===== config.mk =====
export PLATFORM = sky130hd
export DESIGN_NAME = serial_logic_sequencer
export DESIGN_NICKNAME = d
export VERILOG_FILES = /design/src/rtl/logic_unit_pkg.sv /design/src/rtl/serial_logic_sequencer.sv
export SDC_FILE = /design/constraint.sdc
export NUM_CORES = 1
export LEC_CHECK = 0
export BUFFER_PORTS_ARGS = -buffer_cell sky130_fd_sc_hd__buf_4
export CAP_MARGIN = 20
export CORE_AREA = 2 2 71 73
export CTS_CLUSTER_DIAMETER = 40
export DETAILED_ROUTE_END_ITERATION = 10
export DIE_AREA = 0 0 73 75
export SYNTH_ARGS = -nofsm -noshare
export SYNTH_HDL_FRONTEND = slang
export SYNTH_SLANG_ARGS = --single-unit

===== constraint.sdc =====
create_clock -name clk -period 2.6 [get_ports clk]
set_input_delay 0.52 -clock clk [delete_from_list [all_inputs] [get_ports clk]]
set_output_delay 0.52 -clock clk [all_outputs]
set_load 0.02 [all_outputs]

===== src/rtl/logic_unit_pkg.sv =====
// Shared opcodes and sequencer state encoding for the serial logic datapath.
// Used by the 1-bit gate unit, the word-level sequencer and the bench.
package logic_unit_pkg;

   localparam logic [2:0] SEL_NOT  = 3'b000;
   localparam logic [2:0] SEL_AND  = 3'b001;
   localparam logic [2:0] SEL_NAND = 3'b010;
   localparam logic [2:0] SEL_OR   = 3'b011;
   localparam logic [2:0] SEL_NOR  = 3'b100;
   localparam logic [2:0] SEL_XOR  = 3'b101;
   localparam logic [2:0] SEL_XNOR = 3'b110;
   localparam logic [2:0] SEL_ZERO = 3'b111;

   typedef enum logic [1:0] {
      ST_IDLE  = 2'd0,
      ST_SHIFT = 2'd1,
      ST_DONE  = 2'd2
   } state_e;

endpackage


===== src/rtl/serial_logic_sequencer.sv =====
// Word-level front end for the 1-bit gate unit: streams operands LSB-first
// through it and reassembles the returned bits into a result word.
module serial_logic_sequencer
   import logic_unit_pkg::*;
#(
   parameter int WIDTH = 8
) (
   input  logic             clk,
   input  logic             rst_n,
   input  logic             start,
   input  logic [WIDTH-1:0] op_a,
   input  logic [WIDTH-1:0] op_b,
   input  logic [2:0]       op_sel,
   input  logic             op_neg_b,
   output logic             busy,
   output logic             done,
   output logic [WIDTH-1:0] result,
   output logic             gate_a,
   output logic             gate_b,
   output logic [2:0]       gate_select,
   output logic             gate_negate_b,
   input  logic             gate_result
);

   localparam int CNT_W = (WIDTH > 1) ? $clog2(WIDTH) : 1;
   localparam logic [CNT_W-1:0] CNT_LAST = CNT_W'(WIDTH - 1);

   state_e           state_q, state_d;
   logic [CNT_W-1:0] cnt_q, cnt_d;
   logic [WIDTH-1:0] a_sr_q, a_sr_d;
   logic [WIDTH-1:0] b_sr_q, b_sr_d;
   logic [WIDTH-1:0] res_q, res_d;
   logic [2:0]       sel_q, sel_d;
   logic             neg_q, neg_d;
   logic             busy_q, busy_d;
   logic             done_q, done_d;

   // IDLE and DONE share the accept path, so a start in the DONE cycle
   // chains straight into the next word with no idle gap.
   always_comb begin
      state_d = state_q;
      cnt_d   = cnt_q;
      a_sr_d  = a_sr_q;
      b_sr_d  = b_sr_q;
      res_d   = res_q;
      sel_d   = sel_q;
      neg_d   = neg_q;
      busy_d  = 1'b0;
      done_d  = 1'b0;
      case (state_q)
         ST_SHIFT: begin
            res_d  = {gate_result, res_q[WIDTH-1:1]};
            a_sr_d = a_sr_q >> 1;
            b_sr_d = b_sr_q >> 1;
            if (cnt_q == CNT_LAST) begin
               state_d = ST_DONE;
               done_d  = 1'b1;
            end else begin
               cnt_d  = cnt_q + CNT_W'(1);
               busy_d = 1'b1;
            end
         end
         default: begin
            if (start) begin
               state_d = ST_SHIFT;
               cnt_d   = '0;
               a_sr_d  = op_a;
               b_sr_d  = op_b;
               res_d   = '0;
               sel_d   = op_sel;
               neg_d   = op_neg_b;
               busy_d  = 1'b1;
            end else begin
               state_d = ST_IDLE;
            end
         end
      endcase
   end

   always_ff @(posedge clk or negedge rst_n) begin
      if (!rst_n) begin
         state_q <= ST_IDLE;
         cnt_q   <= '0;
         a_sr_q  <= '0;
         b_sr_q  <= '0;
         res_q   <= '0;
         sel_q   <= 3'b000;
         neg_q   <= 1'b0;
         busy_q  <= 1'b0;
         done_q  <= 1'b0;
      end else begin
         state_q <= state_d;
         cnt_q   <= cnt_d;
         a_sr_q  <= a_sr_d;
         b_sr_q  <= b_sr_d;
         res_q   <= res_d;
         sel_q   <= sel_d;
         neg_q   <= neg_d;
         busy_q  <= busy_d;
         done_q  <= done_d;
      end
   end

   assign busy          = busy_q;
   assign done          = done_q;
   assign result        = res_q;
   assign gate_a        = a_sr_q[0];
   assign gate_b        = b_sr_q[0];
   assign gate_select   = sel_q;
   assign gate_negate_b = neg_q;

endmodule

# Word-level counts from Yosys, hierarchy flattened
# Index checks and enable logic that the tools add are counted.
# word_totals
ff_bits	35
inputBits	24
elab_cells	35
# classes
add_sub_neg	1
n_eq_ne	4
n_mux	17
bitwise	1
n_reduce_logical	3
# op_table
op	count
$mux W8	6
$mux W3	3
$mux W1	6
$mux W2	2
$ne A2 B2 Y1 const B	2
$reduce_and A2 Y1	2
$add A3 B1 Y3 const B	1
$eq A3 B3 Y1 const B	1
$eq A2 B1 Y1 const B	1
$reduce_bool A2 Y1	1
$not A1 Y1	1

# Logic depth before layout (Yosys ltp)
# depth
depth_word	3
depth_mapped	5
mapped_depth_nobuf	4

# Worst setup path before layout
# Ideal clock, no wire load.
# synth_path
path_kind	reg2reg
start	register cnt_q[0]
end	register cnt_q[0]
setup_time_ns	0.083
t_arrival_ns	1.165
slack_ns	1.352
stages_incl_launch_ff	6
cell_sequence	dfrtp_1 > ha_1 > ha_1 > clkbuf_2 > xor2_1 > o21ai_0
# synth_between
elab_chain_len	3
elab_cells_between_ends	6
cone_classes	1 x add/sub; 2 x eq/ne; 2 x mux; 1 x reduce/logical
# synth_lines
item	line_no	source
start: declaration	serial_logic_sequencer.sv:29	logic [CNT_W-1:0] cnt_q, cnt_d;
start signal: assignment	serial_logic_sequencer.sv:93	cnt_q <= cnt_d;
$add A3 B1 Y3 / $eq A3 B3 Y1 (equally long branches)	serial_logic_sequencer.sv:59, serial_logic_sequencer.sv:55	
$mux W3 / $ne A2 B2 Y1 (equally long branches)	-	
$mux W3 / $reduce_and A2 Y1 (equally long branches)	-	
# Several ways; a longest one is shown, not always the timed one. The select of a mux whose other input is x is not followed.
# A chain may end at the register's enable or synchronous reset.

# Worst setup path after layout
# layout_path
start	register state_q[1]
end	register a_sr_q[2]
# layout_between
elab_chain_len	2
elab_cells_between_ends	3
cone_classes	1 x eq/ne; 1 x mux; 1 x reduce/logical
# layout_lines
item	line_no	source
start: declaration	serial_logic_sequencer.sv:28	state_e state_q, state_d;
start signal: assignment	serial_logic_sequencer.sv:92	state_q <= state_d;
$eq A2 B1 Y1 *	serial_logic_sequencer.sv:50	case (state_q)
$mux W8 / $reduce_bool A2 Y1 (equally long branches)	-	
end signal: assignment	serial_logic_sequencer.sv:94	a_sr_q <= a_sr_d;
end: declaration	serial_logic_sequencer.sv:30	logic [WIDTH-1:0] a_sr_q, a_sr_d;
# Mark *: on every way between the ends. The rest lies on a longest branch, timed or not.

==> impl_metrics.sql <==
INSERT INTO impl_metrics (metric_group, metric, value, unit) VALUES
('outcome', 'status', 'finished, final reports clean', ''),
('critical_path', 'crit_path_slowest_cell', 'sky130_fd_sc_hd__and2b_1', ''),
('global_route', 'grt-busiest-layer', 'met2', ''),
('floorplan', 'die_width', '73', 'µm'),
('flow_run', 'max_cap_viol_count', '0', ''),
('synthesis', 'syn-mean-instance-area', '11.6', 'µm²'),
('finish', 'seqCellArea', '876', 'µm²'),
('floorplan', 'floorplan.initialDensity', '0.340', ''),
('critical_path', 'peak_fanout_along_the_critical_path', '28', ''),
('critical_path', 'sort_of_element_at_the_end_of_the_critical_path', 'register', ''),
('critical_path', 'critical_path_required', '2800', 'ps'),
('power', 'p_leak', '0.994', 'nW'),
('timing', 'finalHoldViolCount', '0', ''),
('critical_path', 'startpoint_type', 'register', ''),
('power', 'pwr_density_cell', '1090', 'nW/µm²'),
('global_route', 'grt_max_degree', '36', ''),
('placed_design', 'place.detailed.hpwl', '2000', 'µm'),
('clock_network', 'tritoncts_clock_tree', 'done', ''),
('timing', 'finalHoldWorstSlack', '183', 'ps'),
('synthesis', 'warnings_from_yosys', '0', ''),
('global_route', 'track_usage', '0.117', ''),
('global_route', 'first_pass_grt_wire_length', '4820', 'µm'),
('clock_network', 'clock-sinks', '35', ''),
('route', 'routed_wire_length_per_instance', '12.7', 'µm'),
('timing', 'min_period_over_period', '0.611', ''),
('synthesis', 'synth_fp_nets', '163', ''),
('clock_network', 'clock_path_buffers', '2', ''),
('critical_path', 'worst_r2r_startpoint', 'state_q[1]', ''),
('clock_network', 'clk-insertion-delay-late', '280', 'ps'),
('route', 'vias', '1085', ''),
('timing', 'setup_tns', '0', 'ps'),
('global_route', 'grt.met1_usage', '0.149', ''),
('timing', 'final-max-slew-violation-count', '0', ''),
('global_route', 'global_route.overflow_total', '0', ''),
('floorplan', 'pin_count', '40', ''),
('global_route', 'number_of_global_route_vias_before_repair', '1050', ''),
('timing', 'setup_violations', '0', ''),
('power', 'ir_worst_vdd', '0.255', 'mV'),
('critical_path', 'crit_type', 'reg -> reg', ''),
('placed_design', 'gpl.final_weighted_congestion', '0.675', ''),
('timing', 'timing_worst_slew_pin_value', '775', 'ps'),
('floorplan', 'die_outline_height', '75', 'µm'),
('clock_network', 'cts_post_setup_buffers_inserted', '0', ''),
('route', 'dr.first_iter.drc_count', '70', ''),
('route', 'detailed_router_iteration_count_before_antenna_repair', '4', ''),
('synthesis', 'syn-cell-area', '1590', 'µm²'),
('floorplan', 'die_area', '5480', 'µm²'),
('route', 'via_per_inst', '4.74', ''),
('global_route', 'groute.layer.met3.usage', '0.0428', ''),
('timing', 'fin_crit', '1590', 'ps'),
('global_route', 'antenna_found_initial', '0', ''),
('timing', 'finalClockSkew', '4.13', 'ps'),
('clock_network', 'cts_buffers', '5', ''),
('route', 'route.final.wire_length', '2910', 'µm'),
('finish', 'nets', '200', ''),
('route', 'drcViolationCount', '0', ''),
('synthesis', 'synth.distinct_cells', '20', ''),
('placed_design', 'port_buffers', '39', ''),
('clock_network', 'cts.hold.buffers_added', '0', ''),
('clock_network', 'cts.reportedPaths.clkPinSlew', '70', 'ps'),
('critical_path', 'critical_path.max_stage_delay', '700', 'ps'),
('finish', 'area_taken_by_multi_input_logic_gates', '626', 'µm²'),
('global_route', 'grt_util_met2', '0.174', ''),
('finish', 'layout.filler_cells', '444', ''),
('min_path', 'hp-class', 'in -> async', ''),
('critical_path', 'critical_path_arrival', '1790', 'ps'),
('synthesis', 'yosys_register_bits', '35', ''),
('finish', 'antenna_cells', '0', ''),
('route', 'drtAntennaViolNets', '0', ''),
('synthesis', 'synth_cells', '137', ''),
('finish', 'layout-drive-gt1-share', '0.303', ''),
('clock_network', 'clock_tree.root_cell', 'sky130_fd_sc_hd__clkbuf_8', ''),
('critical_path', 'cpLargestDelayFamily', 'simple AND/OR/NAND/NOR gates', ''),
('critical_path', 'setup.worst_path.start', 'state_q[1]', ''),
('critical_path', 'crit_chain', 'and2b_1, buf_4, nand2_1, o21ai_1', ''),
('clock_network', 'cts-resized-gates', '0', ''),
('critical_path', 'crit_buf_inv', '1', ''),
('floorplan', 'core-area', '4660', 'µm²'),
('timing', 'rsz_0062_raised_after_global_routing', 'false', ''),
('floorplan', 'row_count', '25', ''),
('finish', 'area_growth_syn_to_layout', '24.2', '%'),
('synthesis', 'synth_seq_area_share', '0.552', ''),
('clock_network', 'htree_levels', '2', ''),
('timing', 'fmax', '630', 'MHz'),
('timing', 'max_slew_margin', '0.483', '');
## worst register-to-register path: cells and delay by family (launching register included)
| family | cells | cell delay, ps |
|---|---|---|
| AOI/OAI and AO/OA | 1 | 70 |
| and+or+nand+nor | 2 | 760 |
| buffers and inverters | 1 | 310 |
| DFF | 1 | 370 |
## sequential cells by signal, summed over array words and instances, names as in the netlist
signal / cells
gate_negate_b: 1
gate_select: 3
cnt_q: 3
done: 1
busy: 1
result: 8
b_sr_q: 8
a_sr_q: 8
state_q: 2
## metrics by stage
stage | area (µm²) | utilization | instances | worst slack, ps | total power (W)
finish | 1970 | 0.423 | 229 | 1010 | 0.00215
CTS | 1970 | 0.423 | 229 | 996 | 0.00218
detailed placement | 1870 | 0.401 | 221 | 1010 | 0.00175
global placement | 1870 | 0.401 | 221 | 1050 | 0.00172
floorplan | 1590 | - | 137 | 1350 | 0.00149
global route | 1970 | 0.423 | 229 | 803 | 0.00232
## logic make-up after synthesis
kind of cell    after synthesis  share of synthesized area
simple gates                 48                      0.162
mux                          22                      0.152
xor+xnor                      1                    0.00553
buf+inv                      10                     0.0529
compound gates               19                     0.0600
flops                        35                      0.552
fa+ha+maj                     2                     0.0158
## path summary, 6_finish.rpt
path / depth (start not counted) / to / slack [ps]
min in group clk: 3 / result[7] / 430
worst max register to register: 4 / a_sr_q[2] / 1010
worst min-delay path: 1 / result[2] / 180
worst min register to register: 2 / b_sr_q[4] / 490
worst max-delay path: 4 / a_sr_q[2] / 1010
max in group asynchronous: 1 / b_sr_q[6] / 2120
## synthesized netlist by cell type (all sizes together)
master,instances,area (µm²)
mux2i,18,180
xor2,1,8.76
dfrtp,35,876
and2b,1,7.51
nand2,31,133
nand2b,1,13.8
nor2,2,7.51
ha,2,25.0
and2,2,12.5
nand3b,11,82.6
mux2,4,60.1
o21ai,19,95.1
clkbuf,1,5.00
buf,9,78.8
## layout by cell type, fill, tap and decap left out
cell type and n:
sky130_fd_sc_hd__and2_1 2, sky130_fd_sc_hd__clkbuf_1 1, sky130_fd_sc_hd__nor2_1 2, sky130_fd_sc_hd__buf_4 40
sky130_fd_sc_hd__o21ai_1 10, sky130_fd_sc_hd__dfrtp_1 35, sky130_fd_sc_hd__mux2i_1 18, sky130_fd_sc_hd__and2b_1 1
sky130_fd_sc_hd__nand2b_4 1, sky130_fd_sc_hd__nand3b_1 11, sky130_fd_sc_hd__nand2_8 1, sky130_fd_sc_hd__xor2_1 1
sky130_fd_sc_hd__o21ai_0 9, sky130_fd_sc_hd__ha_1 2, sky130_fd_sc_hd__nand2_1 30, sky130_fd_sc_hd__clkbuf_8 7
sky130_fd_sc_hd__mux2_4 4
## routing by layer
layer	vias up	wire, µm
met5	-	0
met4	0	56
met3	5	195
met2	31	1340
met1	515	1320
li1	534	-
## report_power, final
group | switching, W | internal [W]
sequential | 0.000134 | 0.000765
combinational | 0.000462 | 0.000366
clock | 0.000180 | 0.000242
## final cells by class
type                            count  share of cell area
Sequential cell                    35               0.445
Clock buffer                        8              0.0508
Multi-Input combinational cell     92               0.318
Timing Repair Buffer               40               0.152
Tap cell                           54              0.0343
(Power assumes the default switching activity.)
